[src/rtl/cp0_irq_ctrl.sv]
// Write-back-stage CP0 register file and interrupt controller.
// Holds IE, EPC, pending and in-service state. It takes interrupts on a retiring
// WB instruction and returns from them on ERET. In both cases it issues a
// registered one-cycle redirect and flush.
module cp0_irq_ctrl #(
    parameter int unsigned NUM_IRQ    = 3,
    parameter logic [31:0] VEC_BASE   = 32'h0000_0800,
    parameter logic [31:0] VEC_STRIDE = 32'h0000_0010
) (
    input  logic               clk,
    input  logic               rst_n,
    input  logic               en,
    input  logic               wb_valid,
    input  logic               halt_dm_wb,
    input  logic               w_en_ie_dm_wb,
    input  logic               w_en_epc_dm_wb,
    input  logic [1:0]         op_cp0_dm_wb,
    input  logic [31:0]        regfile_data_b_dm_wb,
    input  logic [31:0]        pc_4_dm_wb,
    input  logic [1:0]         cp0_rsel,
    input  logic [NUM_IRQ-1:0] irq_in,
    output logic [31:0]        cp0_rdata,
    output logic               ie_out,
    output logic [31:0]        epc_out,
    output logic [NUM_IRQ-1:0] pending_out,
    output logic [NUM_IRQ-1:0] in_service,
    output logic               redirect,
    output logic [31:0]        redirect_pc,
    output logic               flush
);

    typedef enum logic [0:0] {StIdle, StService} state_e;

    localparam logic [1:0] OpMtc0 = 2'b10;
    localparam logic [1:0] OpEret = 2'b11;

    state_e             state_q, state_d;
    logic               ie_q, ie_d;
    logic [31:0]        epc_q, epc_d;
    logic [NUM_IRQ-1:0] pending_q, pending_d;
    logic [NUM_IRQ-1:0] in_service_q, in_service_d;
    logic [NUM_IRQ-1:0] irq_prev_q;
    logic               redirect_q, redirect_d;
    logic [31:0]        redirect_pc_q, redirect_pc_d;

    logic               retire;
    logic               do_mtc0;
    logic               do_eret;
    logic               do_entry;
    logic [NUM_IRQ-1:0] irq_edge;
    logic [31:0]        irq_idx;
    logic [NUM_IRQ-1:0] irq_onehot;

    // Priority pick of the lowest pending line and the retire/event decode
    always_comb begin
        irq_idx    = '0;
        irq_onehot = '0;
        for (int i = NUM_IRQ - 1; i >= 0; i--) begin
            if (pending_q[i]) begin
                irq_idx       = 32'(i);
                irq_onehot    = '0;
                irq_onehot[i] = 1'b1;
            end
        end
        retire   = en & wb_valid & ~halt_dm_wb;
        irq_edge = irq_in & ~irq_prev_q;
        do_mtc0  = retire && (op_cp0_dm_wb == OpMtc0);
        // A redirect cycle never starts another redirect; the WB slot is flushed anyway.
        do_entry = retire && !redirect_q && (state_q == StIdle) && ie_q && (|pending_q);
        do_eret  = retire && !redirect_q && (op_cp0_dm_wb == OpEret) && !do_entry;
    end

    // Next-state for CP0 registers, service state and redirect strobe
    always_comb begin
        state_d       = state_q;
        ie_d          = ie_q;
        epc_d         = epc_q;
        pending_d     = pending_q;
        in_service_d  = in_service_q;
        redirect_d    = 1'b0;
        redirect_pc_d = '0;

        if (do_mtc0) begin
            if (w_en_ie_dm_wb) begin
                ie_d = regfile_data_b_dm_wb[0];
            end
            if (w_en_epc_dm_wb) begin
                epc_d = regfile_data_b_dm_wb;
            end
        end

        if (do_entry) begin
            // Entry overrides any MTC0 write carried by the same instruction.
            ie_d          = 1'b0;
            epc_d         = pc_4_dm_wb;
            in_service_d  = irq_onehot;
            state_d       = StService;
            redirect_d    = 1'b1;
            redirect_pc_d = VEC_BASE + irq_idx * VEC_STRIDE;
        end else if (do_eret) begin
            ie_d          = 1'b1;
            redirect_d    = 1'b1;
            redirect_pc_d = epc_q;
            if (state_q == StService) begin
                pending_d    = pending_q & ~in_service_q;
                in_service_d = '0;
                state_d      = StIdle;
            end
        end

        // New edges are applied last so a simultaneous set beats the ERET clear.
        pending_d = pending_d | irq_edge;
    end

    // State registers with synchronous active-high reset
    always_ff @(posedge clk) begin
        if (rst_n) begin
            state_q       <= StIdle;
            ie_q          <= 1'b0;
            epc_q         <= '0;
            pending_q     <= '0;
            in_service_q  <= '0;
            irq_prev_q    <= '0;
            redirect_q    <= 1'b0;
            redirect_pc_q <= '0;
        end else begin
            state_q       <= state_d;
            ie_q          <= ie_d;
            epc_q         <= epc_d;
            pending_q     <= pending_d;
            in_service_q  <= in_service_d;
            irq_prev_q    <= irq_in;
            redirect_q    <= redirect_d;
            redirect_pc_q <= redirect_pc_d;
        end
    end

    // MFC0 read mux, zero-extended
    always_comb begin
        cp0_rdata = '0;
        unique case (cp0_rsel)
            2'd0: cp0_rdata[0]           = ie_q;
            2'd1: cp0_rdata              = epc_q;
            2'd2: cp0_rdata[NUM_IRQ-1:0] = pending_q;
            2'd3: cp0_rdata[NUM_IRQ-1:0] = in_service_q;
            default: cp0_rdata = '0;
        endcase
    end

    assign ie_out      = ie_q;
    assign epc_out     = epc_q;
    assign pending_out = pending_q;
    assign in_service  = in_service_q;
    assign redirect    = redirect_q;
    assign redirect_pc = redirect_pc_q;
    assign flush       = redirect_q;

endmodule

[config.mk]
export PLATFORM = sky130hd
export DESIGN_NAME = cp0_irq_ctrl
export DESIGN_NICKNAME = d
export VERILOG_FILES = /design/src/rtl/cp0_irq_ctrl.sv
export SDC_FILE = /design/constraint.sdc
export NUM_CORES = 1
export LEC_CHECK = 0
export BUFFER_PORTS_ARGS = -buffer_cell sky130_fd_sc_hd__buf_4
export CORE_MARGIN = 2
export CORE_UTILIZATION = 45
export DETAILED_ROUTE_END_ITERATION = 12
export PLACE_DENSITY_LB_ADDON = 0.05
export SETUP_SLACK_MARGIN = 0.3
export SKIP_CTS_REPAIR_TIMING = 1
export SLEW_MARGIN = 20
export SYNTH_ARGS = -nofsm -noshare
export SYNTH_HDL_FRONTEND = slang
export SYNTH_SLANG_ARGS = --single-unit
[constraint.sdc]
create_clock -name clk -period 1.7 [get_ports clk]
set_input_delay 0.425 -clock clk [delete_from_list [all_inputs] [get_ports clk]]
set_output_delay 0.425 -clock clk [all_outputs]
set_load 0.01 [all_outputs]
* After elaboration in Yosys (flattened, before gate mapping) *
Index checks and enable logic that the tools add are counted.

operators by class
  add/sub/neg operators = 1
  multiply operators = 0
  divide/modulo/power cells = 0
  magnitude comparators = 0
  equal/unequal tests = 5
  shift operators = 0
  muxes and demuxes = 27
  bitwise operators = 9
  reductions and logical operators = 21

operators by type and width
  cell                      count
  $mux W32                  5
  $add A12 B32 Y32 const A  1
  $mux W29                  1
  $mux W28                  1
  $mux W3                   9
  $reduce_bool A2 Y1        6
  $eq A2 B2 Y1 const B      4
  $logic_and A1 B1 Y1       7
  $mux W1                   7
  $and A3 B3 Y3             2
  $not A3 Y3                2
  $pmux W2 S3               1
  $reduce_and A2 Y1         3
  $mux W2                   2
  $pmux W1 S4               1
  $or A3 B3 Y3              1
  $reduce_or A3 Y1          1
  $and A1 B1 Y1             2
  $eq A2 B1 Y1 const B      1
  $logic_not A1 Y1          2
  $logic_not A2 Y1          1
  $not A1 Y1                2
  $reduce_or A2 Y1          1

storage, ports and cells
  register bits after elaboration = 76
  bits in latches = 0
  memory bits (writable) = 0
  bits in read-only memories = 0
  bits of input ports = 78
  output and inout bits = 105
  logic and storage cells = 71
  memories = 0

* Longest topological paths before layout *
Gate-level depths: netlist of the first run.

  depth in word-level cells = 11
  gate-level depth with buffers = 6
  mapped depth without buffers = 3

* Worst setup path before layout of the first run *
No wires, ideal clock.

  path type = input port to flip-flop
  from = in halt_dm_wb
  to = reg epc_q[10] (netlist: epc_out[10])
  setup time = 0.074 ns
  arrival = 1.409 ns
  data required time = 1.626 ns
  slack = 0.217 ns
  cell stages on the path = 6
  cell sequence = nand4bb_1 clkbuf_1 or3_1 buf_6 buf_6 a31oi_1

between the ends
  longest elaborated chain between the ends = 8

ends and longest elaborated chain
  item                               RTL line  text
  start: declaration                 14        input logic halt_dm_wb,
  $not A1 Y1 (*)                     65        retire = en & wb_valid & ~halt_dm_wb;
  $and A1 B1 Y1 (*)                  65
  $logic_and A1 B1 Y1 (4 in series)  69        do_entry = retire && !redirect_q && (state_q == StIdle) && ie_q && (|pending_q);
  $reduce_bool A2 Y1 (no line)       -
  $reduce_and A2 Y1 (no line)        -
  end signal: assignment             129       epc_q <= epc_d;
  end: declaration                   39        logic [31:0] epc_q, epc_d;

Every way passes the cells marked *; elsewhere a longest branch is shown, timed or not.
A chain may end at the register's enable or synchronous reset.

* Worst setup path after layout of the first run *
  from = reg pending_q[0] (netlist: pending_out[0])
  to = out cp0_rdata[0]

between the ends
  longest elaborated chain between the ends = 1

ends and longest elaborated chain
  item                      RTL line  text
  start: declaration        40        logic [NUM_IRQ-1:0] pending_q, pending_d;
  start signal: assignment  130       pending_q <= pending_d;
  $pmux W1 S4               141       unique case (cp0_rsel)
  end: declaration          22        output logic [31:0] cp0_rdata,

Every way passes these cells.

==> impl_metrics.env, run 1 <==
export IMPL_path_class="reg2out"
export IMPL_fp_dieH_um=90.24
export IMPL_synth_edf_count=0
export IMPL_drtIter0Drc=165
export IMPL_worstMarginPinSlew_ps=395.1
export IMPL_dpl_instance_area_um2=4821
export IMPL_synth_area_um2=3347
export IMPL_clock_path_buffers=2
export IMPL_grt_use_total_pct=25.27
export IMPL_path_clk_slew_ps=80
export IMPL_hold_ws_ps=289.0
export IMPL_hold_path_startpoint="irq_in[0]"
export IMPL_fin_crit_sh_pct=102.5
export IMPL_num_vias=3626
export IMPL_r2r_slack_ps=130
export IMPL_num_rows=31
export IMPL_synthArstFlopShare_pct=0
export IMPL_place_gp_congestion=0.7556
export IMPL_cts_root_buffer="clkbuf_8"
export IMPL_critPathCaptureType="output port"
export IMPL_antenna_cells=0
export IMPL_hold_viol=0
export IMPL_totalWireLength_um=11220
export IMPL_drive_gt1_share_pct=44.38
export IMPL_p_leak_nw=2.245
export IMPL_cts_tree="built"
export IMPL_yosysUniqueCellTypes=39
export IMPL_nets=625
export IMPL_worstPathRequired_ps=1270
export IMPL_preCtsSetupSlack_ps=-519.0
export IMPL_ios=183
export IMPL_cp_start_kind="flop"
export IMPL_hold_depth=2
export IMPL_antenna_found_initial=0
export IMPL_cp_arrival_ps=1320
export IMPL_hold_path_class="in2reg"
export IMPL_synthFlopType="dfxtp_1"
export IMPL_cp_startpoint="pending_out[0]"
export IMPL_failed_checks="setup timing"
export IMPL_grt_pass1_wl_um=16720
export IMPL_fp_dieArea_um2=8143
export IMPL_syn_area_per_cell_um2=9.120
export IMPL_slew_headroom_pct=73.52
export IMPL_cts_num_sinks=76
export IMPL_fin_crit_ps=1742
export IMPL_wire_per_inst_um=17.23
export IMPL_final_cell_area_um2=5139
export IMPL_yosysWarningCount=0
export IMPL_fp_dieW_um=90.24
export IMPL_drv_cap=0
export IMPL_cts_htree_levels=3
export IMPL_ys_seq_elements=76
export IMPL_status="complete, but fails checks"
export IMPL_finalWorstSetupSlack_ps=-41.87
export IMPL_slew_violations=0
export IMPL_numCtsBuffers=9
export IMPL_dr_pass1_iters=5
export IMPL_powerDensity_nw_per_um2=683.6
export IMPL_overflow=0
export IMPL_start_util_pct=46.39
export IMPL_syn_num_nets=445
export IMPL_fmax_ghz=0.5741
export IMPL_grt_max_degree=34
export IMPL_ir_drop_uv=434.3
export IMPL_whs_endpoint="irq_prev_q[0]"
export IMPL_clock_latency_ps=350
export IMPL_setup_violations=3
export IMPL_drcViolationCount=0
export IMPL_yosysSeqAreaShare_pct=45.46
export IMPL_rsz0062_at_grt="yes"
export IMPL_drt_antenna_violating_nets=0
export IMPL_r2r_end="epc_out[20]"
export IMPL_synthCells=367
export IMPL_port_buffers=182
export IMPL_place_hpwl_um=7583
export IMPL_path_max_fanout=3
export IMPL_core_um2=7214
export IMPL_viasPerCell=5.570
export IMPL_fin_skew_ps=13.45
export IMPL_grt_pass1_vias=3331
export IMPL_r2r_cells=5
export IMPL_r2r_start="pending_out[0]"
export IMPL_syn_to_final_growth_pct=53.53
[power by group]
group | internal (mW) | switching, mW | leakage [nW]
clock | 0.534 | 0.690 | 0.0760
combinational | 0.243 | 0.231 | 1.55
sequential | 1.80 | 0.0172 | 0.617
total | 2.58 | 0.938 | 2.24
[per-layer routing]
layer | global-route usage, % | share of wire (%)
met5 | 0 | 0
met2 | 40.60 | 48
met3 | 5.281 | 8.4
met1 | 33.09 | 42
met4 | 10.64 | 2.2
[layout make-up]
cell class                      instances  area [µm²]
Clock inverter                          5       36.28
Fill cell                             598        2076
Clock buffer                           11       131.4
Sequential cell                        76        1534
Inverter                                3       11.26
Tap cell                               99       123.9
Timing Repair Buffer                  212        1670
Multi-Input combinational cell        245        1632
[stage by stage]
step / utilization, % / power (mW) / std cells / TNS (ps)
6_report: 71.23 / 3.513 / 651 / -73.50
5_1_grt: 71.23 / 3.652 / 651 / -164.4
4_1_cts: 69.15 / 3.490 / 644 / -15140
3_5_place_dp: 66.82 / 2.288 / 628 / -14990
3_3_place_gp: 66.82 / 2.281 / 628 / -13330
2_1_floorplan: - / 2.040 / 367 / 0
[synth_stat cells, types with 2 or more instances]
library cell   n  area [µm²]
dfxtp_1       76        1521
and2_1        58       362.9
o21ai_0       35       175.2
nand3_1       33       165.2
o41ai_1       33       289.0
a31oi_1       31       193.9
clkbuf_1      31       116.4
nor2b_1       10       62.56
a21oi_1        6       30.03
buf_6          6       67.56
buf_2          5       25.02
nand2_1        4       15.01
and3b_1        3       26.28
inv_1          3       11.26
a22o_1         2       17.52
mux2_2         2       22.52
nand3b_1       2       15.01
nand4_1        2       12.51
nor2_1         2       7.510
nor3_1         2       10.01
o2111ai_1      2       17.52
o32ai_1        2       17.52
[critical path, stage by stage, from the launching register on]
cell and delay, ps:
dfxtp_4 360, mux4_2 470, buf_6 140
[registers in the layout (all words and copies together) (netlist names)]
| signal | count |
|---|---|
| redirect_pc | 32 |
| flush | 1 |
| irq_prev_q | 3 |
| ie_out | 1 |
| epc_out | 32 |
| pending_out | 3 |
| in_service | 3 |
| state_q | 1 |
[layout by cell type (no fill, tap or decap), types with 2 or more instances in the layout]
master and n:
buf_4 199, dfxtp_1 70, and2_1 55, o21ai_0 35, nand3_1 33, o41ai_1 33
a31oi_1 31, nor2b_1 9, clkbuf_8 9, buf_6 9, a21oi_1 6, nand2_1 4
dfxtp_2 4, and2_4 3, inv_1 3, and3b_1 3, clkinvlp_4 3, buf_12 3
nor2b_4 2, mux2_2 2, a22o_1 2, nand3b_1 2, nor2_1 2, nand4_1 2
o2111ai_1 2, o32ai_1 2, clkbuf_1 2, dfxtp_4 2
[worst max path at each step]
stage / to / cells past startpoint
floorplan: epc_out[10] / 6
global placement: cp0_rdata[2] / 4
detailed placement: cp0_rdata[1] / 4
CTS: cp0_rdata[2] / 4
global route: cp0_rdata[0] / 2
finish: cp0_rdata[0] / 2
[cell families (layout without fill, tap and decap cells)]
logic type | Yosys count | after routing | synth area share, %
AND/OR/NAND/NOR | 123 | 124 | 22.13
AO/OA/AOI/OAI | 118 | 118 | 24.11
flip-flops | 76 | 76 | 45.46
buffers and inverters | 47 | 231 | 6.953
multiplexers | 3 | 3 | 1.346
(Power assumes the default switching activity.)
==> run 2: changes to the inputs <==
--- a/config.mk
+++ b/config.mk
@@ -5,8 +5,8 @@
 export SDC_FILE = /design/constraint.sdc
 export NUM_CORES = 1
 export LEC_CHECK = 0
+export ABC_CLOCK_PERIOD_IN_PS = 1700
 export BUFFER_PORTS_ARGS = -buffer_cell sky130_fd_sc_hd__buf_4
-export CORE_MARGIN = 2
 export CORE_UTILIZATION = 45
 export DETAILED_ROUTE_END_ITERATION = 12
 export PLACE_DENSITY_LB_ADDON = 0.05
==> run 2 against run 1 <==
  * The flow still finishes with violations (setup timing)
  * Critical path type unchanged
  * First-iteration DRC count increased by 8.5%
  * Clock skew decreased by 3.5 ps
  * Worst setup slack got worse by 14 ps
  * Die area decreased by 4.4%
  * Routed wire length increased by 3.0%
  * Largest power group unchanged
  * Total power increased by 2.8%
  * Count of clock-buffer cells in the layout unchanged
  * Utilization increased by 2.4 points
  * Sequential power about the same
==> impl_metrics.env, run 2 (same netlist as run 1, synthesis figures left out) <==
export IMPL_clock_latency_ps=350
export IMPL_hold_ws_ps=299.4
export IMPL_fp_dieW_um=88.24
export IMPL_ios=183
export IMPL_ir_drop_uv=416.4
export IMPL_fmax_ghz=0.5695
export IMPL_worstMarginPinSlew_ps=556.7
export IMPL_grt_max_degree=33
export IMPL_dr_pass1_iters=5
export IMPL_core_um2=7214
export IMPL_drive_gt1_share_pct=48.47
export IMPL_num_vias=3686
export IMPL_fp_dieH_um=88.24
export IMPL_drcViolationCount=0
export IMPL_slew_violations=0
export IMPL_fin_crit_sh_pct=103.3
export IMPL_cts_htree_levels=3
export IMPL_numCtsBuffers=9
export IMPL_cts_num_sinks=76
export IMPL_nets=628
export IMPL_status="complete, but fails checks"
export IMPL_place_gp_congestion=0.8447
export IMPL_cts_tree="built"
export IMPL_overflow=0
export IMPL_final_common_cell="buf_4"
export IMPL_failed_checks="setup timing"
export IMPL_start_util_pct=46.39
export IMPL_grt_pass1_wl_um=15840
export IMPL_drtIter0Drc=179
export IMPL_drv_cap=0
export IMPL_rsz0062_at_grt="yes"
export IMPL_fp_dieArea_um2=7786
export IMPL_clock_path_buffers=2
export IMPL_powerDensity_nw_per_um2=680.4
export IMPL_grt_use_total_pct=26.50
export IMPL_path_max_fanout=4
export IMPL_place_hpwl_um=7439
export IMPL_fill_cells=592
export IMPL_cp_arrival_ps=1330
export IMPL_fin_skew_ps=9.965
export IMPL_cts_root_buffer="clkbuf_8"
export IMPL_dp_cells=631
export IMPL_hold_viol=0
export IMPL_syn_to_final_growth_pct=58.65
export IMPL_setup_violations=3
export IMPL_num_rows=31
export IMPL_slew_headroom_pct=62.69
export IMPL_port_buffers=182
export IMPL_antenna_found_initial=0
export IMPL_path_clk_slew_ps=80
export IMPL_cp_start_kind="flop"
export IMPL_setup_tns_ps=-85.17
export IMPL_finalWorstSetupSlack_ps=-55.84
export IMPL_final_cells=654
export IMPL_antenna_cells=0
export IMPL_drt_antenna_violating_nets=0
export IMPL_final_cell_area_um2=5310
export IMPL_total_power_mw=3.613
export IMPL_worstPathRequired_ps=1270
export IMPL_grt_pass1_vias=3102
export IMPL_wire_per_inst_um=17.66
export IMPL_p_leak_nw=2.324
export IMPL_critPathCaptureType="output port"
export IMPL_fin_crit_ps=1756
export IMPL_viasPerCell=5.636
export IMPL_dpl_instance_area_um2=4843
export IMPL_hold_path_class="in2reg"
export IMPL_mostFrequentLayoutCells="buf_4, dfxtp_1, and2_1, o21ai_0"
export IMPL_totalWireLength_um=11550
export IMPL_path_class="reg2out"
-- run 2: cell count changes in the layout (fill, tap and decap cells not counted), moves of 17 or more --
cell | previous run | this run
and2_1 | 55 | 37
and2_4 | 3 | 21
buf_4 | 199 | 182
buf_6 | 9 | 29
-- run 2: final timing paths --
| kind | slack, ps | cells after the start | from | endpoint |
|---|---|---|---|---|
| worst max-delay path | -60 | 2 | epc_out[0] | cp0_rdata[0] |
| worst min-delay path | 300 | 2 | irq_in[1] | irq_prev_q[1] |
| worst max register to register | 50 | 5 | pending_out[2] | epc_out[10] |
| worst min register to register | 500 | 1 | epc_out[7] | redirect_pc[7] |
-- run 2: layout make-up --
| type | count | area (µm²) | share of cell area, % |
|---|---|---|---|
| flip-flops and latches | 76 | 1535 | 28.91 |
| repair buffers | 215 | 1773 | 33.39 |
| clock buffers | 11 | 151.4 | 2.851 |
| well taps | 99 | 123.9 | 2.333 |
| inverters | 3 | 11.26 | 0.2121 |
| multi-input cells | 245 | 1680 | 31.64 |
| clock inverters | 5 | 35.03 | 0.6598 |
-- run 2: worst max-delay path, stage by stage (launching register included) --
cell and delay [ps]:
dfxtp_1 360, mux4_2 490, buf_6 140
-- run 2: where the power goes --
part           internal, mW  switching [mW]
registers              1.80          0.0204
clock network         0.613           0.696
logic                 0.253           0.233
-- run 2: metrics by stage --
stage          util [%]  setup slack, ps
2_1_floorplan         -            228.7
5_1_grt           73.60           -93.37
4_1_cts           69.72           -514.0
3_5_place_dp      67.13           -503.1
6_report          73.60           -55.84
3_3_place_gp      67.13           -454.7
-- run 2: routing by layer --
layer / track usage, % / vias to the layer above / wire length, µm
li1: - / 1727 / -
met4: 8.504 / 0 / 167
met5: 0 / - / 0
met1: 35.31 / 1739 / 4608
met3: 6.903 / 14 / 972
met2: 42.03 / 206 / 5803
==> run 3: changes to the inputs <==
--- a/config.mk
+++ b/config.mk
@@ -7,11 +7,10 @@
 export LEC_CHECK = 0
 export ABC_CLOCK_PERIOD_IN_PS = 1700
 export BUFFER_PORTS_ARGS = -buffer_cell sky130_fd_sc_hd__buf_4
-export CORE_UTILIZATION = 45
+export CORE_UTILIZATION = 35
 export DETAILED_ROUTE_END_ITERATION = 12
 export PLACE_DENSITY_LB_ADDON = 0.05
 export SETUP_SLACK_MARGIN = 0.3
-export SKIP_CTS_REPAIR_TIMING = 1
 export SLEW_MARGIN = 20
 export SYNTH_ARGS = -nofsm -noshare
 export SYNTH_HDL_FRONTEND = slang
==> run 3 against run 2 <==
  * The run still ends with setup timing left
  * Largest cell class is now multi-input gates
  * Utilization is 4.7 points lower
  * Fmax is 1.7% higher
  * Routed wire length is 15% higher
==> impl_metrics.env, run 3 (same netlist as run 1, synthesis figures left out) <==
export IMPL_drtIter0Drc=176
export IMPL_core_um2=9240
export IMPL_cp_start_kind="flop"
export IMPL_cts_hold_buffers=0
export IMPL_cts_root_buffer="clkbuf_8"
export IMPL_slew_headroom_pct=63.24
export IMPL_final_cell_area_um2=6364
export IMPL_path_clk_slew_ps=80
export IMPL_dr_pass1_iters=5
export IMPL_grt_use_total_pct=23.73
export IMPL_fin_crit_ps=1727
export IMPL_final_cells=702
export IMPL_ios=183
export IMPL_powerDensity_nw_per_um2=627.2
export IMPL_ir_drop_uv=334.5
export IMPL_setup_violations=19
export IMPL_fill_cells=718
export IMPL_place_hpwl_um=7889
export IMPL_fmax_ghz=0.5791
export IMPL_port_buffers=182
export IMPL_cts_htree_levels=3
export IMPL_antenna_found_initial=0
export IMPL_drcViolationCount=0
export IMPL_clock_path_buffers=2
export IMPL_start_util_pct=36.22
export IMPL_finalWorstSetupSlack_ps=-26.95
export IMPL_rsz0062_at_grt="yes"
export IMPL_critPathCaptureType="output port"
export IMPL_multi_input_area_um2=2235
export IMPL_worstMarginPinSlew_ps=544.4
export IMPL_cts_tree="built"
export IMPL_mostFrequentLayoutCells="buf_4, dfxtp_1, buf_6, and2_4, o21ai_0"
export IMPL_fin_skew_ps=9.221
export IMPL_fp_dieH_um=99.79
export IMPL_overflow=0
export IMPL_status="complete, but fails checks"
export IMPL_numCtsBuffers=9
export IMPL_viasPerCell=5.362
export IMPL_fp_dieW_um=99.79
export IMPL_regArea_um2=1546
export IMPL_fp_dieArea_um2=9958
export IMPL_path_class="reg2out"
export IMPL_antenna_cells=0
export IMPL_dpl_instance_area_um2=4923
export IMPL_hold_viol=0
export IMPL_grt_pass1_vias=3424
export IMPL_dp_cells=660
export IMPL_hold_ws_ps=299.3
export IMPL_hold_path_class="in2reg"
export IMPL_drt_antenna_violating_nets=0
export IMPL_drv_cap=0
export IMPL_clock_latency_ps=350
export IMPL_slew_violations=0
export IMPL_fin_crit_sh_pct=101.6
export IMPL_syn_to_final_growth_pct=90.13
export IMPL_grt_pass1_wl_um=18120
export IMPL_drive_gt1_share_pct=64.40
export IMPL_p_leak_nw=2.652
export IMPL_final_common_cell="buf_4"
export IMPL_path_max_fanout=2
export IMPL_nets=646
export IMPL_cts_num_sinks=76
export IMPL_grt_max_degree=35
export IMPL_totalWireLength_um=13230
export IMPL_num_vias=3764
export IMPL_wire_per_inst_um=18.84
export IMPL_num_rows=35
export IMPL_failed_checks="setup timing"
export IMPL_place_gp_congestion=0.8058
export IMPL_worstPathRequired_ps=1270
export IMPL_cp_arrival_ps=1300
[run 3: cell count changes in the layout (fill, tap and decap cells not counted), moves of 20 or more]
cell / delta
a31oi_1: -20
and2_1: -30
buf_6: +23
and2_4: +30
[run 3: report_power, final]
group	internal [mW]	total [mW]	switching, mW	leakage, nW
Combinational	0.327	0.625	0.299	1.92
Clock	0.867	1.55	0.687	0.107
Sequential	1.80	1.81	0.0163	0.621
Total	2.99	3.99	1.00	2.65
[run 3: per-layer routing]
layer,vias up,wire (µm),GRT usage (%)
li1,1768,-,-
met2,168,6423,38.89
met3,16,890,6.267
met5,-,0,0
met1,1812,5715,30.72
met4,0,200,6.900
[run 3: stage by stage]
step	TNS (ps)	setup slack [ps]	power, mW	utilization, %
after floorplan	0	228.7	2.040	-
after global placement	0	29.37	2.302	53.28
after detailed placement	-5.333	-5.333	2.306	53.28
after CTS	-237.6	-44.41	3.923	61.58
after global routing	-595.0	-73.88	4.151	68.87
final	-245.4	-26.95	3.991	68.87
[run 3: cell type report]
type	count	share of cell area, %
clock buffer	12	2.281
tap	129	2.536
multi-input combinational	244	35.12
timing repair buffer	234	34.45
inverter	3	0.1770
clock inverter	4	1.140
sequential	76	24.30
[run 3: path summary, 6_finish.rpt]
| check | startpoint | end | slack [ps] | depth (start not counted) |
|---|---|---|---|---|
| min | irq_in[2] | irq_prev_q[2] | 300 | 2 |
| max | ie_out | cp0_rdata[0] | -30 | 2 |
| max reg2reg | pending_out[1] | epc_out[30] | 80 | 6 |
| min reg2reg | epc_out[29] | redirect_pc[29] | 510 | 1 |
[run 3: worst max-delay path, cell delays in order, from the launching register on]
cell     delay (ps)
dfxtp_4         350
mux4_2          470
buf_6           140
[run 3: what timing repair did]
| action | 4_1_cts | 5_1_grt |
|---|---|---|
| pin swaps | 41 | 7 |
| endpoints found under the hold margin | 0 | 0 |
| gates resized for setup | 109 | 82 |
| setup endpoints to repair | 99 | 111 |
| buffers inserted | 9 | 9 |
| gates cloned | 2 | 6 |
